**src/rtl/alu_seq.sv**
```systemverilog
// Multi-byte operation sequencer: steps a shared 8-bit ALU through BYTES-wide operands one byte per cycle.
// Defining ALU_SEQ_ZFLAG_EN adds a registered zero flag output.
module alu_seq #(
  parameter int BYTES = 4
) (
  input  logic               clk,
  input  logic               rst,
  input  logic               start,
  input  logic [3:0]         op,
  input  logic [8*BYTES-1:0] opa,
  input  logic [8*BYTES-1:0] opb,
  input  logic               cin,
  output logic               busy,
  output logic               done,
  output logic [8*BYTES-1:0] result,
  output logic               cout,
`ifdef ALU_SEQ_ZFLAG_EN
  output logic               zero,
`endif
  output logic [7:0]         alu_a,
  output logic [7:0]         alu_b,
  output logic [3:0]         alu_op,
  output logic               alu_cin,
  input  logic [7:0]         alu_q,
  input  logic               alu_cout
);
  localparam int IDX_W = (BYTES > 1) ? $clog2(BYTES) : 1;

  typedef enum logic [1:0] {IDLE, RUN, DONE} state_t;

  state_t             state_reg;
  logic [IDX_W-1:0]   idx_reg;
  logic [IDX_W-1:0]   sel;
  logic [3:0]         op_reg;
  logic               cin_reg;
  logic               chain_reg;
  logic               busy_reg;
  logic               done_reg;
  logic [8*BYTES-1:0] opa_reg;
  logic [8*BYTES-1:0] opb_reg;
  logic [8*BYTES-1:0] result_reg;
  logic [8*BYTES-1:0] result_next;
  logic [7:0]         opa_bytes [BYTES];
  logic [7:0]         opb_bytes [BYTES];
  logic               first;
  logic               last;
  logic               shr;
`ifdef ALU_SEQ_ZFLAG_EN
  logic               zero_reg;
`endif

  assign shr   = (op_reg[3:2] == 2'b11);
  assign first = (idx_reg == '0);
  assign last  = (idx_reg == IDX_W'(BYTES - 1));
  // Shift right walks MSB to LSB so the shifted-out bit feeds the next lower byte.
  assign sel   = shr ? (IDX_W'(BYTES - 1) - idx_reg) : idx_reg;

  genvar gi;
  generate
    for (gi = 0; gi < BYTES; gi++) begin : g_byte
      assign opa_bytes[gi] = opa_reg[gi*8 +: 8];
      assign opb_bytes[gi] = opb_reg[gi*8 +: 8];
      assign result_next[gi*8 +: 8] = (state_reg == RUN && sel == IDX_W'(gi)) ?
                                      alu_q : result_reg[gi*8 +: 8];
    end
  endgenerate

  always_comb begin
    alu_a   = '0;
    alu_b   = '0;
    alu_op  = '0;
    alu_cin = 1'b0;
    if (state_reg == RUN) begin
      alu_a = opa_bytes[sel];
      alu_b = opb_bytes[sel];
      if (first || op_reg[3:2] == 2'b00) begin
        alu_op  = op_reg;
        alu_cin = cin_reg;
      end else if (op_reg[3:2] == 2'b01) begin
        alu_op  = {op_reg[3:1], 1'b1};
        alu_cin = chain_reg;
      end else begin
        alu_op  = {op_reg[3:2], 2'b01};
        alu_cin = chain_reg;
      end
    end
  end

  always_ff @(posedge clk or posedge rst) begin
    if (rst) begin
      state_reg  <= IDLE;
      idx_reg    <= '0;
      op_reg     <= '0;
      cin_reg    <= 1'b0;
      chain_reg  <= 1'b0;
      busy_reg   <= 1'b0;
      done_reg   <= 1'b0;
      opa_reg    <= '0;
      opb_reg    <= '0;
      result_reg <= '0;
`ifdef ALU_SEQ_ZFLAG_EN
      zero_reg   <= 1'b0;
`endif
    end else begin
      case (state_reg)
        IDLE: begin
          if (start) begin
            opa_reg   <= opa;
            opb_reg   <= opb;
            op_reg    <= op;
            cin_reg   <= cin;
            idx_reg   <= '0;
            busy_reg  <= 1'b1;
            state_reg <= RUN;
          end
        end
        RUN: begin
          result_reg <= result_next;
          chain_reg  <= alu_cout;
          if (last) begin
            state_reg <= DONE;
            busy_reg  <= 1'b0;
            done_reg  <= 1'b1;
`ifdef ALU_SEQ_ZFLAG_EN
            zero_reg  <= (result_next == '0);
`endif
          end else begin
            idx_reg <= idx_reg + IDX_W'(1);
          end
        end
        DONE: begin
          done_reg  <= 1'b0;
          state_reg <= IDLE;
        end
        default: state_reg <= IDLE;
      endcase
    end
  end

  assign busy   = busy_reg;
  assign done   = done_reg;
  assign result = result_reg;
  assign cout   = chain_reg;
`ifdef ALU_SEQ_ZFLAG_EN
  assign zero   = zero_reg;
`endif

endmodule

```
**config.mk**
```make
export PLATFORM = sky130hd
export DESIGN_NAME = alu_seq
export DESIGN_NICKNAME = d
export VERILOG_FILES = /design/src/rtl/alu_seq.sv
export SDC_FILE = /design/constraint.sdc
export NUM_CORES = 1
export LEC_CHECK = 0
export CORE_MARGIN = 1.5
export CORE_UTILIZATION = 25
export CTS_BUF_LIST = sky130_fd_sc_hd__clkbuf_4
export CTS_CLUSTER_SIZE = 16
export DETAILED_ROUTE_END_ITERATION = 10
export PLACE_DENSITY = 0.47
export SETUP_SLACK_MARGIN = 0.4
export SLEW_MARGIN = 10
export SYNTH_ARGS = -nofsm -noshare
export SYNTH_HDL_FRONTEND = slang
export SYNTH_SLANG_ARGS = --single-unit
```
**constraint.sdc**
```tcl
create_clock -name clk -period 6.5 [get_ports clk]
set_input_delay 0.65 -clock clk [delete_from_list [all_inputs] [get_ports clk]]
set_output_delay 0.65 -clock clk [all_outputs]
set_load 0.01 [all_outputs]
```
==> impl_metrics.tcl <==
set metrics [dict create \
    status "finished clean" \
    async_flop_share 1.00 \
    synth.most_common_cell "mux2_2" \
    avgSynthCellArea_um2 13.8 \
    setup_violations 0 \
    clkTransAtPathRegs_ps 180 \
    min_path_type "flip-flop to flip-flop" \
    synthesis.area_um2 5100 \
    die_y_um 146 \
    yosys_warnings 0 \
    setup_ws_ps 2630 \
    io_buffers 136 \
    track_usage 0.128 \
    cts_root_buffer "clkbuf_4" \
    die_w_um 146 \
    irDropWorstVdd_v 0.000226 \
    p_sw_frac 0.367 \
    ys_seq_elements 108 \
    grt_pass1_vias 3739 \
    h-tree-depth 3 \
    pwr-share-comb 0.540 \
    wl_um 13000 \
    synthCells 369 \
    slew_headroom 0.364 \
    synth_fp_nets 452 \
    fillerInstances 1976 \
    yosysSeqAreaShare 0.530 \
    worst_skew_pair.late_latency_ps 500 \
    synth_cell_types 33 \
    cts_hold_buf 0 \
    firstDrtPassIters 4 \
    cts_buffers 9 \
    fin_nets 581 \
    cts_tree "yes" \
    synth_enable_flop_cells 0 \
    fp.dieArea_um2 21300 \
    vias_per_cell 4.47 \
    drt_iter0_drc 80 \
    grt_max_degree 66 \
    ant_nets 0 \
    core_um2 20100 \
    place_ws_ps 3110 \
    synthFlopType "dfrtp_1" \
    path_class "flip-flop to output port" \
    finalCritPeriodShare 0.596 \
    syn_to_final_growth_pct 33.9 \
    clkPwrFrac 0.096 \
    intPower_mw 2.23 \
    tightest_slew_ps 954 \
    max_stage_delay_ps 1040 \
    crit_path_max_fanout 41 \
    rsz0062_at_grt "false" \
    tns_ps 0 \
    worstPathRequired_ps 5850 \
    drc_errors 0 \
    start_util 0.254 \
    power_density_nw_per_um2 515 \
    drive_above_1_share 0.318 \
    cts_setup_buffers 0 \
    post_cts_resized 0 \
    period_needed_ps 3870 \
    pin_count 137 \
    grt_pass1_wl_um 20900 \
    hold_viol_final 0 \
    clockBufferDepth 2 \
    netlist.area_leader.share 0.530 \
    p_switching_mw 1.29 \
    start_kind "flip-flop" \
    vias 3454 \
    cp-end-kind "output port" \
    dp_hpwl_um 9290 \
    n_antenna_cell 0 \
    crit_arrival_ps 3220 \
    drv_slew 0 \
    crit_slowest_cell "dfrtp_2" \
    row_count 52 \
    p_seq_frac 0.364 \
    overflow 0 \
    cts.sinks 108 \
    yosysTopAreaCell "dfrtp_1" \
    synth_common_cells "mux2_2, dfrtp_1, nor2_1" \
    fmax_mhz 258 \
    synthTopCellsByArea "dfrtp_1, mux2_2, mux2_4, a22oi_1, mux2i_1" \
    antenna_found_initial 1 \
    power_leakage_nw 2.74 \
    skew_ps 25.4 \
    wl_per_cell_um 16.8 \
    gp_congestion 0.752 \
    path_cells "nand3_1 -> a21oi_4 -> a221o_1 -> clkdlybuf4s50_1" \
    maxCapViolations 0 \
]
==> final timing paths <==
kind / endpoint / startpoint / cells after the start / slack [ps]
hold / removal: busy / busy / 1 / 500
max in group asynchronous: opb_reg[9] / rst / 3 / 4680
setup / recovery: alu_a[3] / idx_reg[0] / 4 / 2630
setup reg to reg: result[26] / idx_reg[0] / 3 / 4090
min in group asynchronous: opa_reg[25] / rst / 2 / 560
hold reg to reg: busy / busy / 1 / 500
==> layout by cell type, fill, tap and decap left out <==
cell             instances
a21o_1                   1
a21oi_1                  2
a21oi_4                  2
a221o_1                  8
a22o_1                   1
a22oi_1                 16
and2_1                   3
and3_1                   1
buf_4                    3
clkbuf_4                10
clkdlybuf4s50_1        136
clkinv_4                 1
clkinvlp_4               1
dfrtp_1                107
dfrtp_2                  1
ha_1                     2
inv_1                    6
inv_4                    1
inv_6                    3
inv_8                    1
mux2_1                   2
mux2_2                 122
mux2_4                   9
mux2i_1                  9
nand2_1                  9
nand2_2                  1
nand2b_1                 3
nand3_1                  1
nand3_4                  1
nor2_1                  21
nor2b_1                  2
nor3b_2                  1
o21ai_0                  5
o21ai_2                  1
o21ai_4                  1
o22ai_1                  8
xnor2_4                  1
==> worst max-delay path: cells and delay by family (launching register included) <==
kind | cells | cell delay (ps)
simple gates | 1 | 280
compound gates | 2 | 880
buf+inv | 1 | 540
flops | 1 | 1040
==> layout make-up <==
class                           count  area (um2)  area share
Inverter                            7        28.8     0.00422
Sequential cell                   108        2700       0.396
Clock buffer                       10        75.1      0.0110
Timing Repair Buffer              139        1380       0.203
Multi-Input combinational cell    233        2240       0.329
Tap cell                          270         338      0.0495
Clock inverter                      6        53.8     0.00788
==> power groups by stage <==
stage,clock [mW],sequential [mW],combinational (mW)
floorplan,0,1.24,1.22
global placement,0,1.28,1.91
detailed placement,0,1.30,1.93
CTS,0.366,1.29,1.93
global route,0.387,1.34,2.06
finish,0.338,1.28,1.90
==> metal layers <==
metal / vias up / track usage / routed length, um
met5: - / 0 / 0
met4: 0 / 0.0367 / 171
met3: 11 / 0.0492 / 1060
met2: 108 / 0.201 / 5830
met1: 1741 / 0.163 / 5930
li1: 1594 / - / -
==> cells by family (layout without fill, tap and decap cells) <==
| kind of cell | count (synthesis) | count (layout) | share of synthesized area |
|---|---|---|---|
| AOI/OAI and AO/OA | 45 | 45 | 0.0704 |
| xor gates and xnor gates | 1 | 1 | 0.00540 |
| adders and majority gates | 2 | 2 | 0.00491 |
| buffers and inverters | 28 | 162 | 0.0312 |
| DFF | 108 | 108 | 0.530 |
| muxes | 142 | 142 | 0.318 |
| and+or+nand+nor | 43 | 43 | 0.0402 |
==> through the flow <==
| stage | area (um2) | hold slack, ps | std cells | util | total power [mW] |
|---|---|---|---|---|---|
| final | 6830 | 502 | 773 | 0.340 | 3.52 |
| after global routing | 6830 | 545 | 773 | 0.340 | 3.78 |
| after floorplan | 5100 | 474 | 369 | - | 2.46 |
| after global placement | 6700 | 463 | 757 | 0.333 | 3.19 |
| after detailed placement | 6700 | 475 | 757 | 0.333 | 3.23 |
| after CTS | 6830 | 512 | 773 | 0.340 | 3.58 |
Note: power is estimated with default switching activity, not from simulation.
